$ cat src/rtl/rr_arbiter8.sv
// rr_arbiter8: eight-way round-robin arbiter with registered one-hot grant,
// grant index, hold-time limit with forced release, and a mandatory one-cycle
// turnaround between consecutive grants.
//
// state | meaning
// ------+-----------------------------------------------------------------
// IDLE  | no grant outstanding, waiting for any request
// GRANT | gnt/gnt_id/gnt_valid drive the current owner, hold_cnt is counting
// GAP   | one-cycle turnaround after a release; outputs deasserted
module rr_arbiter8 #(
    parameter int unsigned HOLD_MAX = 15
) (
    input  logic       clk,
    input  logic       rst,
    input  logic [7:0] req,
    output logic [7:0] gnt,
    output logic [2:0] gnt_id,
    output logic       gnt_valid,
    output logic       timeout
);

    typedef enum logic [1:0] {
        IDLE  = 2'd0,
        GRANT = 2'd1,
        GAP   = 2'd2
    } state_t;

    // Terminal count of the hold timer: the grant is revoked on the edge
    // where hold_cnt reaches this value with the owner still requesting.
    localparam logic [7:0] HOLD_LAST = 8'(HOLD_MAX - 1);

    state_t     state, state_n;
    logic [2:0] ptr, ptr_n;
    logic [7:0] hold_cnt, hold_cnt_n;
    logic [7:0] gnt_n;
    logic [2:0] gnt_id_n;
    logic       gnt_valid_n;
    logic       timeout_n;

    logic       arb_found;
    logic [2:0] arb_idx;
    logic [2:0] cand;

    // Rotating priority search: start just after the last owner and wrap
    // around so that the last owner itself is checked last.
    always_comb begin
        arb_found = 1'b0;
        arb_idx   = ptr;
        cand      = ptr;
        for (int k = 1; k <= 8; k++) begin
            cand = ptr + 3'(k);
            if (!arb_found && req[cand]) begin
                arb_found = 1'b1;
                arb_idx   = cand;
            end
        end
    end

    // Next-state and next-output logic; timeout defaults low so it can only
    // ever be a single-cycle pulse.
    always_comb begin
        state_n     = state;
        ptr_n       = ptr;
        hold_cnt_n  = hold_cnt;
        gnt_n       = gnt;
        gnt_id_n    = gnt_id;
        gnt_valid_n = gnt_valid;
        timeout_n   = 1'b0;

        case (state)
            IDLE, GAP: begin
                gnt_n       = 8'h00;
                gnt_valid_n = 1'b0;
                if (arb_found) begin
                    ptr_n       = arb_idx;
                    gnt_id_n    = arb_idx;
                    gnt_n       = 8'h01 << arb_idx;
                    gnt_valid_n = 1'b1;
                    hold_cnt_n  = 8'h00;
                    state_n     = GRANT;
                end else begin
                    state_n = IDLE;
                end
            end

            GRANT: begin
                if (!req[gnt_id]) begin
                    gnt_n       = 8'h00;
                    gnt_valid_n = 1'b0;
                    state_n     = GAP;
                end else if (hold_cnt == HOLD_LAST) begin
                    gnt_n       = 8'h00;
                    gnt_valid_n = 1'b0;
                    timeout_n   = 1'b1;
                    state_n     = GAP;
                end else begin
                    hold_cnt_n = hold_cnt + 8'd1;
                end
            end

            default: begin
                gnt_n       = 8'h00;
                gnt_valid_n = 1'b0;
                state_n     = IDLE;
            end
        endcase
    end

    // State, pointer, timer and output registers; reset clears outputs at once.
    always_ff @(posedge clk or posedge rst) begin
        if (rst) begin
            state     <= IDLE;
            ptr       <= 3'd7;
            hold_cnt  <= 8'h00;
            gnt       <= 8'h00;
            gnt_id    <= 3'd0;
            gnt_valid <= 1'b0;
            timeout   <= 1'b0;
        end else begin
            state     <= state_n;
            ptr       <= ptr_n;
            hold_cnt  <= hold_cnt_n;
            gnt       <= gnt_n;
            gnt_id    <= gnt_id_n;
            gnt_valid <= gnt_valid_n;
            timeout   <= timeout_n;
        end
    end

endmodule

$ cat config.mk
export PLATFORM = sky130hd
export DESIGN_NAME = rr_arbiter8
export DESIGN_NICKNAME = d
export VERILOG_FILES = /design/src/rtl/rr_arbiter8.sv
export SDC_FILE = /design/constraint.sdc
export NUM_CORES = 1
export LEC_CHECK = 0
export BUFFER_PORTS_ARGS = -buffer_cell sky130_fd_sc_hd__buf_4
export CORE_ASPECT_RATIO = 0.9
export CORE_UTILIZATION = 55
export CTS_CLUSTER_SIZE = 12
export DETAILED_ROUTE_END_ITERATION = 7
export GPL_TIMING_DRIVEN = 0
export PLACE_DENSITY = 0.78
export RECOVER_POWER = 50
export SLEW_MARGIN = 20
export SYNTH_ARGS = -nofsm -noshare
export SYNTH_HDL_FRONTEND = slang
export SYNTH_SLANG_ARGS = --single-unit
$ cat constraint.sdc
create_clock -name clk -period 4.7 [get_ports clk]
set_input_delay 0.94 -clock clk [delete_from_list [all_inputs] [get_ports clk]]
set_output_delay 0.94 -clock clk [all_outputs]
set_load 0.05 [all_outputs]
# Word level (Yosys, flattened, before mapping)
# Index checks and enable logic that the tools add are counted.
dict set report classes {
  addsub 8
  n_lt_le_gt_ge 9
  eq_ne 7
  shift 1
  mux 53
  n_reduce_logical 19
}
# cell n
set ops {}
lappend ops {{8-bit 2-to-1 mux} 6}
lappend ops {{3-bit by 4-bit less-than comparator with 1-bit output, second input constant} 9}
lappend ops {{8-bit one-hot mux with 2 select lines} 2}
lappend ops {{1-bit binary-select mux with 3-bit select} 9}
lappend ops {{1-bit 2-to-1 mux} 24}
lappend ops {{3-bit 2-to-1 mux} 8}
lappend ops {{3-bit adder, second input constant} 4}
lappend ops {{8-bit by 1-bit adder with 8-bit output, second input constant} 1}
lappend ops {{8-bit by 4-bit == test with 1-bit output, second input constant} 1}
lappend ops {{1-bit by 3-bit left shift with 8-bit output, first input constant} 1}
lappend ops {{1-bit logical AND} 7}
lappend ops {{1-bit logical NOT} 7}
lappend ops {{3-bit by 2-bit adder with 3-bit output, second input constant} 2}
lappend ops {{2-bit != test, second input constant} 3}
lappend ops {{2-bit 2-to-1 mux} 2}
lappend ops {{2-bit one-hot mux with 2 select lines} 1}
lappend ops {{4-bit AND reduction} 1}
lappend ops {{3-bit by 1-bit adder with 3-bit output, second input constant} 1}
lappend ops {{3-bit != test, second input constant} 1}
lappend ops {{2-bit by 1-bit == test with 1-bit output, second input constant} 1}
lappend ops {{2-bit == test, second input constant} 1}
lappend ops {{2-bit logical NOT} 1}
lappend ops {{1-bit one-hot mux with 2 select lines} 1}
lappend ops {{2-bit AND reduction} 1}
lappend ops {{other kinds (2)} 2}
dict set report word_totals {
  ff_bits 26
  input_bits 10
  output_inout_bits 13
  word_cells 104
}

# Longest topological paths before layout
dict set report depth {
  word_depth 28
  mapped_depth 13
}

# Least setup slack after synthesis
# No wires, ideal clock.
dict set report synth_path {
  path_type {register -> register}
  from {register ptr[1]}
  to {register gnt_id[2]}
  setup_time_ps 125
  arrival_time_ps 3347
  t_required_ps 4575
  setup_slack_ps 1229
  path_stages_with_launch 14
  path_buffers 3
  period_less_slack_ps 3471
  cell_sequence {dfstp_2 -> buf_6 -> clkbuf_1 -> inv_1 -> ha_1 -> buf_6 -> mux4_2 -> mux2_4 -> nor3_4 -> and2_2 -> nand2_2 -> o32ai_2 -> o22ai_4 -> mux2_2}
}
dict set report synth_via {
  elab_chain_cells 26
}
# element line_no
set synth_rtl {}
lappend synth_rtl {{start, declared} 33} ;# logic [2:0] ptr, ptr_n;
lappend synth_rtl {{start signal, assigned} 121} ;# ptr <= ptr_n;
lappend synth_rtl {{3-bit by 1-bit adder with 3-bit output} 51} ;# cand = ptr + 3'(k);
lappend synth_rtl {{1-bit binary-select mux with 3-bit select} 52} ;# if (!arb_found && req[cand]) begin
lappend synth_rtl {{1-bit 2-to-1 mux (implied by the code)} 52}
lappend synth_rtl {{1-bit 2-to-1 mux} 52}
lappend synth_rtl {{1-bit logical NOT} 52}
lappend synth_rtl {{1-bit logical AND} 52}
lappend synth_rtl {{1-bit 2-to-1 mux} 52}
lappend synth_rtl {{1-bit logical NOT} 52}
lappend synth_rtl {{[... 10 more ...]} -}
lappend synth_rtl {{1-bit 2-to-1 mux} 52}
lappend synth_rtl {{1-bit logical NOT} 52}
lappend synth_rtl {{1-bit logical AND} 52}
lappend synth_rtl {{1-bit 2-to-1 mux} 52}
lappend synth_rtl {{1-bit logical NOT} 52}
lappend synth_rtl {{1-bit logical AND} 52}
lappend synth_rtl {{1-bit 2-to-1 mux} 52}
lappend synth_rtl {{2-bit AND reduction (no line)} -}
lappend synth_rtl {{end signal, assigned} 124} ;# gnt_id <= gnt_id_n;
lappend synth_rtl {{end, declared} 17} ;# output logic [2:0] gnt_id,
# Parallel ways exist; a longest one is shown, timed or not. The select of a mux whose other input is x is not followed.
# A chain may end at the register's enable or synchronous reset.

# Worst setup path in the final report
dict set report layout_path {
  from {register ptr[1]}
  to {register gnt[4]}
}
dict set report layout_via {
  elab_chain_cells 28
}
# element line_no
set layout_rtl {}
lappend layout_rtl {{3-bit by 1-bit adder with 3-bit output} 51}
lappend layout_rtl {{1-bit binary-select mux with 3-bit select} 52}
lappend layout_rtl {{1-bit 2-to-1 mux (implied by the code)} 52}
lappend layout_rtl {{1-bit 2-to-1 mux} 52}
lappend layout_rtl {{1-bit logical NOT} 52}
lappend layout_rtl {{1-bit logical AND} 52}
lappend layout_rtl {{1-bit 2-to-1 mux} 52}
lappend layout_rtl {{1-bit logical NOT} 52}
lappend layout_rtl {{[... 12 more ...]} -}
lappend layout_rtl {{1-bit logical AND} 52}
lappend layout_rtl {{1-bit 2-to-1 mux} 52}
lappend layout_rtl {{1-bit logical NOT} 52}
lappend layout_rtl {{1-bit logical AND} 52}
lappend layout_rtl {{3-bit 2-to-1 mux} 52}
lappend layout_rtl {{1-bit by 3-bit left shift with 8-bit output} 77} ;# gnt_n = 8'h01 << arb_idx;
lappend layout_rtl {{8-bit 2-to-1 mux (*)} 74} ;# if (arb_found) begin
lappend layout_rtl {{8-bit one-hot mux with 2 select lines (*)} 70} ;# case (state)
lappend layout_rtl {{end signal, assigned} 123} ;# gnt <= gnt_n;
lappend layout_rtl {{end, declared} 16} ;# output logic [7:0] gnt,
# Every way passes the cells marked *; elsewhere a longest branch is shown, timed or not. The select of a mux whose other input is x is not followed.

==> flow_summary.ini <==
[synthesis]
yosys_warnings = 0
ys_async_sr_fraction = 1.00
synth_seq_cells = 25
yosysSeqAreaShare = 0.317
synth_common_cells = dfrtp_1, nand2_1, nor2_1
synthesis.area_sq_um = 1990
synthFlopType = dfrtp_1
yosysMostFrequentCell = dfrtp_1
synth_area_leader_cell = dfrtp_1
synth_edf_count = 0
avgSynthCellArea_sq_um = 10.2
synth_cells = 194
netlist_top_cells_area = dfrtp_1, mux4_2, mux2i_1
synth_top_area_share = 0.277
syn-num-nets = 208
synth_cell_types = 52

[cts]
cts_tree = done
worstSkewPairLatency_ps = 280
cts_sinks = 25
cts_max_level = 1
clkTransAtPathRegs_ps = 100
cts.repair.resized = 0
cts_root_buf = clkbuf_8
clockBufferDepth = 2
cts_buffers = 3
postCtsSetupBuffers = 0
cts.hold.buffers_added = 0

[min_path]
hp-class = reg -> reg

[sta]
finalHoldViolCount = 0
finalCriticalPeriod_ps = 3980
hold_slack_ps = 493
max-slew-margin-rel = 0.395
setup_viol = 0
rsz0062_at_grt = false
skew_ps = 9.30
setup_ws_ps = 719
maxSlewViolCount = 0
worstMarginPinSlew_ps = 906
min_period_over_period = 0.847
fmax_ghz = 0.251
setup-tns-final_ps = 0

[cells_and_area]
syn2layout_area_growth_pct = 12.6
multi_input_area_sq_um = 1260
final_layout_size_suffix_gt1_frac = 0.255
nets = 235
regArea_sq_um = 629
fillCellCount = 276
diodes = 0
design_area_sq_um = 2240

[route]
dr.first_iter.drc_count = 83
viasPerCell = 6.21
avgRoutedWirePerCell_microns = 16.2
drt_drc_violations_left = 0
ant_nets = 0
firstDrtPassIters = 6
drt-total-wl_microns = 4280
dr_total_vias = 1639

[placed_design]
io_buffers = 22
dp_hpwl_microns = 3330
placed_area_sq_um = 2210
pre_cts_ws_ps = 762
routabilityCongestion = 0.815

[floorplanning]
die_w_microns = 65.4
coreArea_sq_um = 3400
io_pins = 23
fp-row-count = 20
dieArea_sq_um = 3860
fp.dieH_microns = 59.0
start_util = 0.584

[global_routing]
grt_pass1_wl_microns = 7010
grt_pass1_vias = 1585
antenna_found_initial = 0
grt_overflow = 0
grt_use_total = 0.235
grt_max_degree = 26

[critical_path]
cp.required_ps = 4870
path_class = reg -> reg
worst-path-max-fanout = 10
critPathArrivalTime_ps = 4150
critPathCaptureType = flip-flop
start_kind = flip-flop

[outcome]
outcome = finished, final reports clean

[flow_run]
maxCapViolations = 0
==> per-stage QoR <==
| stage | cells | utilization |
|---|---|---|
| 2_1_floorplan | 194 | - |
| 3_3_place_gp | 260 | 0.649 |
| 3_5_place_dp | 260 | 0.649 |
| 4_1_cts | 264 | 0.663 |
| 5_1_grt | 264 | 0.658 |
| 6_report | 264 | 0.658 |
==> cell type report <==
type | instances | area share
buffer | 8 | 0.0240
clock buffer | 3 | 0.0184
clock inverter | 1 | 0.00335
inverter | 11 | 0.0184
multi-input combinational | 150 | 0.565
sequential | 25 | 0.281
tap | 44 | 0.0246
timing repair buffer | 22 | 0.0654
==> layout by cell type, fill, tap and decap left out, types with 3 or more instances in the layout <==
cell type	synthesis	layout
clkbuf_8	0	3
dfstp_2	3	3
o31ai_1	4	4
nand3b_1	3	3
inv_1	11	11
a32o_1	4	4
mux2i_1	9	9
nand2b_1	7	7
nand3_1	4	4
nor2_1	16	16
nor2b_1	3	3
ha_1	4	4
dfrtp_1	22	22
buf_6	3	3
mux2_2	5	4
mux4_2	8	8
a21oi_1	3	3
nand2_1	19	19
mux2_4	3	3
nor4_1	3	3
xnor2_1	3	3
xor2_1	6	6
buf_4	0	16
clkbuf_1	4	9
o21ai_0	8	8
==> critical path: stages (launching register included) <==
cell      delay (ps)
dfstp_2          550
buf_6            140
clkbuf_1         420
inv_1            220
ha_1             340
buf_6            140
mux4_2           580
mux2_4           340
nor3_4           210
nand3b_1         170
o221ai_1         230
a31o_2           220
inv_1            100
a32o_1           250
==> routing by layer <==
layer	GRT usage	vias up	routed length (microns)	part of all wire
met3	0.0462	4	235	0.055
li1	-	774	-	-
met4	0.0280	0	14	0.0033
met1	0.311	805	1970	0.46
met2	0.414	56	2060	0.48
met5	0	-	0	0
==> registers in the layout (all words and copies together) (netlist names) <==
| signal | cells |
|---|---|
| gnt | 8 |
| gnt_id | 3 |
| gnt_valid | 1 |
| hold_cnt | 8 |
| ptr | 3 |
| state | 1 |
| timeout | 1 |
==> cells by family (layout without fill, tap and decap cells) <==
logic type               after synthesis  in the layout  share of synthesized area
XOR/XNOR                               9              9                     0.0396
multiplexers                          27             27                      0.213
AO/OA/AOI/OAI                         39             39                      0.161
flip-flops                            25             25                      0.317
adder cells (fa/ha/maj)                4              4                     0.0252
AND/OR/NAND/NOR                       71             71                      0.196
buffers and inverters                 19             45                     0.0478
==> path summary, 6_finish.rpt <==
check	start	cells after the start	slack [ps]	end
worst max register to register	ptr[1]	13	720	gnt[4]
max in group asynchronous	rst	2	3280	gnt_id[0]
min in group asynchronous	rst	2	860	hold_cnt[1]
worst max-delay path	ptr[1]	13	720	gnt[4]
worst min-delay path	gnt[3]	2	490	gnt[3]
worst min register to register	gnt[3]	2	490	gnt[3]
Power is left out: the tool's default activity adds up to more than one toggle a clock period on the data nets, which glitch-free logic cannot reach.
